<file path="src/rtl/mil1553_pkg.sv">
// Shared definitions for the MIL-STD-1553 remote-terminal responder:
// command-word field positions, broadcast address, FSM state type and
// status-word layout.
package mil1553_pkg;

  // Command word fields
  localparam int unsigned CW_ADDR_HI = 15;
  localparam int unsigned CW_ADDR_LO = 11;
  localparam int unsigned CW_TR_BIT  = 10;
  localparam int unsigned CW_SA_HI   = 9;
  localparam int unsigned CW_SA_LO   = 5;
  localparam int unsigned CW_WC_HI   = 4;
  localparam int unsigned CW_WC_LO   = 0;

  localparam logic [4:0] BCAST_ADDR = 5'd31;
  localparam logic [4:0] SA_MODE_0  = 5'd0;
  localparam logic [4:0] SA_MODE_31 = 5'd31;

  // Status word: [15:11] terminal address, [10] message error, rest zero
  localparam int unsigned STS_ME_BIT = 10;

  typedef enum logic [2:0] {
    ST_IDLE,
    ST_RX_DATA,
    ST_GAP,
    ST_TX_STATUS,
    ST_TX_DATA
  } rt_state_e;

  function automatic logic [15:0] status_word(input logic [4:0] addr, input logic me);
    logic [15:0] w;
    w                        = '0;
    w[CW_ADDR_HI:CW_ADDR_LO] = addr;
    w[STS_ME_BIT]            = me;
    return w;
  endfunction

endpackage

</file>
<file path="src/rtl/mil_rt_buf.sv">
// 32x16 message buffer shared by all subaddresses.
// Ports: clk; wr_en/wr_addr/wr_dat synchronous write port;
//        rd_addr/rd_dat asynchronous read port.
// No reset: contents survive rst.
module mil_rt_buf (
  input  logic        clk,
  input  logic        wr_en,
  input  logic [4:0]  wr_addr,
  input  logic [15:0] wr_dat,
  input  logic [4:0]  rd_addr,
  output logic [15:0] rd_dat
);

  logic [15:0] mem_q [32];

  always_ff @(posedge clk) begin
    if (wr_en) mem_q[wr_addr] <= wr_dat;
  end

  assign rd_dat = mem_q[rd_addr];

endmodule

</file>
<file path="src/rtl/mil_rt_responder.sv">
// MIL-STD-1553 remote-terminal message responder.
// Ports: clk, rst (sync, active-high);
//        rx_vld/rx_dat/rx_cw/rx_err  decoded word from receiver;
//        tx_dat/tx_en/tx_cw, tx_done word request handshake to transmitter;
//        busy (not IDLE), msg_err (sticky message-error status bit).
module mil_rt_responder
  import mil1553_pkg::*;
#(
  parameter logic [4:0]  RT_ADDR      = 5'd1,
  parameter int unsigned GAP_CLKS     = 200,
  parameter int unsigned TIMEOUT_CLKS = 1000
) (
  input  logic        clk,
  input  logic        rst,
  input  logic        rx_vld,
  input  logic [15:0] rx_dat,
  input  logic        rx_cw,
  input  logic        rx_err,
  output logic [15:0] tx_dat,
  output logic        tx_en,
  output logic        tx_cw,
  input  logic        tx_done,
  output logic        busy,
  output logic        msg_err
);

  localparam int unsigned TMR_MAX = (GAP_CLKS > TIMEOUT_CLKS) ? GAP_CLKS : TIMEOUT_CLKS;
  localparam int unsigned TMR_W   = $clog2(TMR_MAX + 1);

  rt_state_e         state_q, state_d;
  logic              tr_q, tr_d, bcast_q, bcast_d, msg_err_q, msg_err_d;
  logic              tx_en_q, tx_en_d, tx_cw_q, tx_cw_d;
  logic [4:0]        cnt_q, cnt_d, idx_q, idx_d;
  logic [15:0]       tx_dat_q, tx_dat_d;
  logic [TMR_W-1:0]  tmr_q, tmr_d;

  logic              buf_we;
  logic [15:0]       buf_rd;
  logic [4:0]        cw_addr, cw_sa, cw_wc;
  logic              cw_tr, cw_bcast, cw_mode, cmd_hit, data_ok, last_idx;

  assign cw_addr  = rx_dat[CW_ADDR_HI:CW_ADDR_LO];
  assign cw_tr    = rx_dat[CW_TR_BIT];
  assign cw_sa    = rx_dat[CW_SA_HI:CW_SA_LO];
  assign cw_wc    = rx_dat[CW_WC_HI:CW_WC_LO];
  assign cw_bcast = (cw_addr == BCAST_ADDR);
  assign cw_mode  = (cw_sa == SA_MODE_0) || (cw_sa == SA_MODE_31);
  assign cmd_hit  = rx_vld & rx_cw & ~rx_err & ((cw_addr == RT_ADDR) | cw_bcast);
  assign data_ok  = rx_vld & ~rx_cw & ~rx_err;
  // Count 0 encodes 32, so cnt-1 wraps to 31 and the last index falls out naturally.
  assign last_idx = (idx_q == (cnt_q - 5'd1));

  mil_rt_buf u_buf (
    .clk     (clk),
    .wr_en   (buf_we),
    .wr_addr (idx_q),
    .wr_dat  (rx_dat),
    .rd_addr (idx_q),
    .rd_dat  (buf_rd)
  );

  always_comb begin
    state_d   = state_q;
    tr_d      = tr_q;
    bcast_d   = bcast_q;
    cnt_d     = cnt_q;
    idx_d     = idx_q;
    tmr_d     = '0;
    msg_err_d = msg_err_q;
    tx_en_d   = tx_en_q;
    tx_cw_d   = tx_cw_q;
    tx_dat_d  = tx_dat_q;
    buf_we    = 1'b0;

    unique case (state_q)
      ST_IDLE: ;
      ST_RX_DATA: begin
        tmr_d = tmr_q + 1'b1;
        if (data_ok) begin
          buf_we = 1'b1;
          tmr_d  = '0;
          if (last_idx) begin
            idx_d   = '0;
            state_d = bcast_q ? ST_IDLE : ST_GAP;
          end else begin
            idx_d = idx_q + 5'd1;
          end
        end else if (!cmd_hit &&
                     ((rx_vld && (rx_err || rx_cw)) || (tmr_q == TMR_W'(TIMEOUT_CLKS - 1)))) begin
          msg_err_d = 1'b1;
          idx_d     = '0;
          state_d   = ST_IDLE;
        end
      end
      ST_GAP: begin
        tmr_d = tmr_q + 1'b1;
        if (tmr_q == TMR_W'(GAP_CLKS - 1)) begin
          tmr_d    = '0;
          tx_en_d  = 1'b1;
          tx_cw_d  = 1'b1;
          tx_dat_d = status_word(RT_ADDR, msg_err_q);
          state_d  = ST_TX_STATUS;
        end
      end
      ST_TX_STATUS: begin
        if (tx_en_q && tx_done) begin
          tx_en_d   = 1'b0;
          msg_err_d = 1'b0;
          idx_d     = '0;
          state_d   = tr_q ? ST_TX_DATA : ST_IDLE;
        end
      end
      ST_TX_DATA: begin
        // tx_en low for one clock between words; the word is latched on the rising clock.
        if (!tx_en_q) begin
          tx_en_d  = 1'b1;
          tx_cw_d  = 1'b0;
          tx_dat_d = buf_rd;
        end else if (tx_done) begin
          tx_en_d = 1'b0;
          if (last_idx) begin
            idx_d   = '0;
            state_d = ST_IDLE;
          end else begin
            idx_d = idx_q + 5'd1;
          end
        end
      end
      default: state_d = ST_IDLE;
    endcase

    // A valid command for this terminal aborts whatever is in progress.
    if (cmd_hit) begin
      tx_en_d = 1'b0;
      idx_d   = '0;
      tmr_d   = '0;
      tr_d    = cw_tr & ~cw_mode;
      bcast_d = cw_bcast;
      cnt_d   = cw_wc;
      if (cw_bcast && (cw_tr || cw_mode)) state_d = ST_IDLE;
      else if (cw_mode || cw_tr)          state_d = ST_GAP;
      else                                state_d = ST_RX_DATA;
    end
  end

  always_ff @(posedge clk) begin
    if (rst) begin
      state_q   <= ST_IDLE;
      tr_q      <= 1'b0;
      bcast_q   <= 1'b0;
      cnt_q     <= '0;
      idx_q     <= '0;
      tmr_q     <= '0;
      msg_err_q <= 1'b0;
      tx_en_q   <= 1'b0;
      tx_cw_q   <= 1'b0;
      tx_dat_q  <= '0;
    end else begin
      state_q   <= state_d;
      tr_q      <= tr_d;
      bcast_q   <= bcast_d;
      cnt_q     <= cnt_d;
      idx_q     <= idx_d;
      tmr_q     <= tmr_d;
      msg_err_q <= msg_err_d;
      tx_en_q   <= tx_en_d;
      tx_cw_q   <= tx_cw_d;
      tx_dat_q  <= tx_dat_d;
    end
  end

  assign tx_en   = tx_en_q;
  assign tx_cw   = tx_cw_q;
  assign tx_dat  = tx_dat_q;
  assign busy    = (state_q != ST_IDLE);
  assign msg_err = msg_err_q;

endmodule

</file>
<file path="config.mk">
export PLATFORM = sky130hd
export DESIGN_NAME = mil_rt_responder
export DESIGN_NICKNAME = d
export VERILOG_FILES = /design/src/rtl/mil1553_pkg.sv /design/src/rtl/mil_rt_buf.sv /design/src/rtl/mil_rt_responder.sv
export SDC_FILE = /design/constraint.sdc
export NUM_CORES = 1
export LEC_CHECK = 0
export CAP_MARGIN = 20
export CORE_MARGIN = 2
export CORE_UTILIZATION = 45
export DETAILED_ROUTE_END_ITERATION = 8
export PLACE_DENSITY_LB_ADDON = 0.3
export SETUP_SLACK_MARGIN = 0.4
export SLEW_MARGIN = 20
export SYNTH_ARGS = -nofsm -noshare
export SYNTH_HDL_FRONTEND = slang
export SYNTH_SLANG_ARGS = --single-unit
</file>
<file path="constraint.sdc">
create_clock -name clk -period 2.54 [get_ports clk]
set_clock_uncertainty 0.05 [all_clocks]
set_input_delay 0.635 -clock clk [delete_from_list [all_inputs] [get_ports clk]]
set_output_delay 0.635 -clock clk [all_outputs]
set_load 0.02 [all_outputs]
</file>
Word level (Yosys, flattened, before mapping)
Memories as Yosys holds them, arrays and structs flattened. A register that Yosys moved wholly into a read port is not among the register bits.
Cells that the tools add are included.
{ "word_totals": {"regBits": 44, "ramBits": 512, "in_bits": 22, "memories": 1} }
{ "classes": {"n_addsub": 3, "eq_ne": 26, "n_mux": 43, "bitwise": 10, "reduce_logical": 22} }
{ "memory_table": {"columns": ["name", "words", "width", "read_ports", "rd_ports_with_merged_regs", "wr", "line_no", "text"], "rows": [
  ["u_buf.mem_q", 32, 16, 1, 1, 1, "mil_rt_buf.sv:14", "logic [15:0] mem_q [32];"]
]} }
{ "op_table": {"columns": ["op", "count"], "rows": [
  ["$mux 5", 8],
  ["$mux 16", 2],
  ["$pmux 16 s2", 1],
  ["$mux 3", 10],
  ["$mux 10", 2],
  ["$pmux 10 s2", 1],
  ["$ne 3x3->1 const B", 6],
  ["$ne 2x2->1 const B", 8],
  ["$pmux 3 s5", 1],
  ["$pmux 5 s3", 1],
  ["$mux 1", 11],
  ["$add 10x1->10 const B", 1],
  ["$eq 10x10->1 const B", 1],
  ["$eq 10x8->1 const B", 1],
  ["$eq 5x5->1 const B", 2],
  ["$reduce_bool 3->1", 3],
  ["$ne 4x4->1 const B", 2],
  ["$reduce_and 8->1", 1],
  ["$and 1x1->1", 6],
  ["$eq 3x2->1 const B", 2],
  ["$mux 2", 3],
  ["$reduce_and 3->1", 2],
  ["$add 5x1->5 const B", 1],
  ["$eq 5x1->1 const B", 1],
  ["17 further kinds", 27]
]} }

Longest topological paths before layout
{ "logic_depth": {"word_depth": 10, "mapped_depth": 8, "mapped_depth_nobuf": 8} }

Hierarchy
A second synthesis with hierarchy kept.
{ "unflattened": {"cells_unflattened": 1376, "hier_area_um2": 22355.2} }
{ "by_module_without_submodules": {"columns": ["mod", "n_inst", "cells_each", "area_each_um2", "seq_area_each_um2"], "rows": [
  ["mil_rt_buf", 1, 1127, 20215.6, 15374.7],
  ["mil_rt_responder", 1, 249, 2139.6, 880.8]
]} }

Worst setup path before layout
No wires, ideal clock.
{ "synth_timing": {"path_kind": "input to register", "startpoint": "input port rx_err", "endpoint": "memory u_buf.mem_q[20][0] (enable)", "arrival_ns": 2.213, "slack_ns": -0.111, "cell_stages": 4, "n_path_buf": 0, "cell_sequence": "or3b_1 > nor2_1 > nand2_1 > nor2_1"} }
{ "synth_between": {"elab_chain_cells": 6} }
{ "synth_rtl": {"columns": ["element", "line_no", "text"], "rows": [
  ["from (decl)", "mil_rt_responder.sv:18", "input logic rx_err,"],
  ["$not 1->1", "mil_rt_responder.sv:49", "assign data_ok = rx_vld & ~rx_cw & ~rx_err;"],
  ["$and 1x1->1", "mil_rt_responder.sv:49", null],
  ["$mux 1", "mil_rt_responder.sv:79", "if (data_ok) begin"],
  ["$mux 1", "mil_rt_responder.sv:75", "unique case (state_q)"],
  ["$mux 1", "mil_rt_buf.sv:17", "if (wr_en) mem_q[wr_addr] <= wr_dat;"],
  ["$mux 1 (implied by the code)", "mil_rt_buf.sv:17", null],
  ["to (decl)", "mil_rt_buf.sv:14", null]
]} }
No other way between the ends.

==> impl_results.md <==
* PwrDens at approximately 650 mW/mm2
* First-pass GRT wire length at ~78 mm
* Clock-pin slew on the worst setup and hold paths at 60 ps
* HPWL Detailed at approximately 32 mm
* H-tree levels at 2
* PortBufs at 41
* Clk buf depth at 3
* Drt total wl at between 50 and 60 mm
* Worst vdd ir at 0.461 mV
* Leakage at 8.76 nW
* Area contributors post-synth: edfxtp_1 (70%), mux4_2 (14%), dfxtp_1 (4.5%)
* Share of async-settable or async-resettable flops after synthesis at 0%
* Synth area leader: edfxtp_1
* Via/cell ratio at 5.87
* Sequential fraction of the synthesis area at 74.4%
* Syn avg cell area at 19.8 um2
* Initial Utilization at 45.8%
* DRC viols at 0
* Top-count cell post-synth: edfxtp_1
* Gate Count Post-Synth at about 1100
* Synth top area share at 70.0%
* Die Y at 225 um
* Outcome: complete, no violations
* Antenna Nets Post-Route at 0
* Ports at 42
* Post-synth EDFFs at 512
* Final count of pins violating max slew at 0
* Synthesized Nets at 1136
* RSZ-0062 raised after global routing: yes
* Worst slew pin tran at ~790 ps
* Relative slew slack at between 40% and 50%
* F_max at 433 MHz
* Hold Crit Class: flop to flop
* Max-cap violations at 0
* Most used DFF post-synth: edfxtp_1
* Crit end category: flop
* # setup viols final at 0
* Area grow syn2layout at 25.7%
* Startpoint Class: flop
* Die Wd at 225 um
* Share of cells above drive strength 1 at 38.2%
* Die footprint at 0.0506 mm2
* Routability cong. at 0.813
* Total CTS buffers at 54
* CTS tree: built
* CTS Sinks at 561
* Placed inst area at about 0.025 mm2
* Crit Path Max Fanout at 7
* Kind of critical path: flop to flop
* DR pass1 iterations at 5
* Grt total ovfl at 0
* Clock latency on the worst-skew pair at 580 ps
* Nets@finish at 1375
* Tmin final at 2310 ps
* CTS Hold Bufs at 0
* Antenna Cells at 0
* Netlist cell types at 52
* Row count at 80
* Largest net degree at the start of global routing at 34
* Ys Warns at 0
* WL/cell at 27.2 um
* Mapped cell area at 0.0220 mm2
* Arr. time, crit path at between 2000 and 3000 ps
* CP required at 2950 ps
* Initial antenna violation count at 0
* Vias post-DR at about 12000
* FF-to-FF setup slack at 230 ps
* GRT Util Overall at between 20% and 30%
* Final Hold Vio Count at 0
* Post-synthesis register bit count at 561
* Iter 0 DRT Violations at 1118
* Synth top cells by count: edfxtp_1 (512), mux4_2 (132), nor2_1 (73)
* WHS at 420 ps
* Design Area, Final at around 0.028 mm2
* Number of global-route vias before repair at 11800
* Final critical-path share of the clock period at 90.9%
* Core area at 0.0479 mm2
* Clk root buf: clkbuf_16
## registers in the layout, indices dropped and copies added, names as in the netlist, named ones only
register and cells:
tmr_q 10, tx_dat 16, tx_cw 1, tr_q 1
u_buf.mem_q 512, idx_q 5, bcast_q 1, msg_err 1
cnt_q 5, state_q 3, tx_en 1
## path summary, 6_finish.rpt
kind	from	endpoint	depth (start not counted)
setup / recovery	flop	tx_dat[11]	7
hold / removal	tmr_q[0]	tmr_q[0]	1
setup reg to reg	flop	tx_dat[11]	7
hold reg to reg	tmr_q[0]	tmr_q[0]	1
## layout by cell type (no fill, tap or decap), drive strengths merged, types with 3 or more instances in the layout
cell	count
a211oi	45
a21oi	27
a221o	14
a31oi	4
buf	198
clkbuf	76
clkdlybuf4s50	15
clkinv	24
dfxtp	49
dlygate4sd2	23
edfxtp	512
ha	6
inv	11
mux2i	35
mux4	132
nand2	16
nand2b	4
nand3	9
nand3b	5
nor2	75
nor2b	34
nor3	8
o21a	3
o21ai	9
or3	3
or3b	4
or4	3
xnor2	11
xor2	6
## metal layers
layer  part of all wire [%]  vias to the layer above  global-route usage [%]  wire length [um]
li1                       -                     5032                       -                 -
met1                     41                     6199                    30.3             22600
met2                     49                      477                    35.3             26700
met3                    8.3                       67                    4.45              4560
met4                    1.5                        0                    4.74               806
met5                      0                        -                       0                 0
## cell type report
| cell class | instances | area, um2 |
|---|---|---|
| Multi-Input combinational cell | 478 | 5990 |
| Clock buffer | 73 | 1450 |
| Timing Repair Buffer | 241 | 2770 |
| Tap cell | 615 | 769 |
| Inverter | 11 | 41.3 |
| Fill cell | 3476 | 20300 |
| Clock inverter | 28 | 201 |
| Sequential cell | 561 | 16400 |
## stage by stage
stage	TNS [ps]	total power, mW	utilization [%]	worst slack (ps)	instances
finish	0	17.8	57.6	231	2007
global placement	-52860	10.5	51.9	-342	1857
global route	0	18.3	57.6	185	2007
detailed placement	-63650	10.5	51.9	-376	1857
floorplan	0	10.3	-	299	1108
CTS	0	18.0	56.4	216	1983
## critical path, cell delays in order (launching register included)
cell and delay, ps:
dfxtp_4 410, buf_12 120, buf_12 120, buf_16 160
mux4_2 510, mux4_2 520, mux2i_1 200, a211oi_1 100
## cell families (layout without fill, tap and decap cells)
group / after synthesis / count (layout) / synth area share (%)
flops: 561 / 561 / 74.4
fa+ha+maj: 6 / 6 / 0.342
compound gates: 111 / 111 / 3.54
mux: 167 / 167 / 15.1
xor+xnor: 17 / 17 / 0.678
simple gates: 177 / 177 / 4.18
buf+inv: 69 / 353 / 1.70
## timing repair
item,in CTS,in global routing
pin swaps,26,26
gates cloned,4,2
setup buffers,21,22
setup endpoints to repair,59,31
gates resized for setup,75,76
## power breakdown
part / internal, mW / switching [mW] / total, mW
Combinational: 0.0652 / 0.186 / 0.251
Clock: 4.21 / 3.32 / 7.53
Sequential: 10.1 / 0.000443 / 10.1
Total: 14.3 / 3.50 / 17.8
No activity file was read; power rests on OpenSTA's default activity.
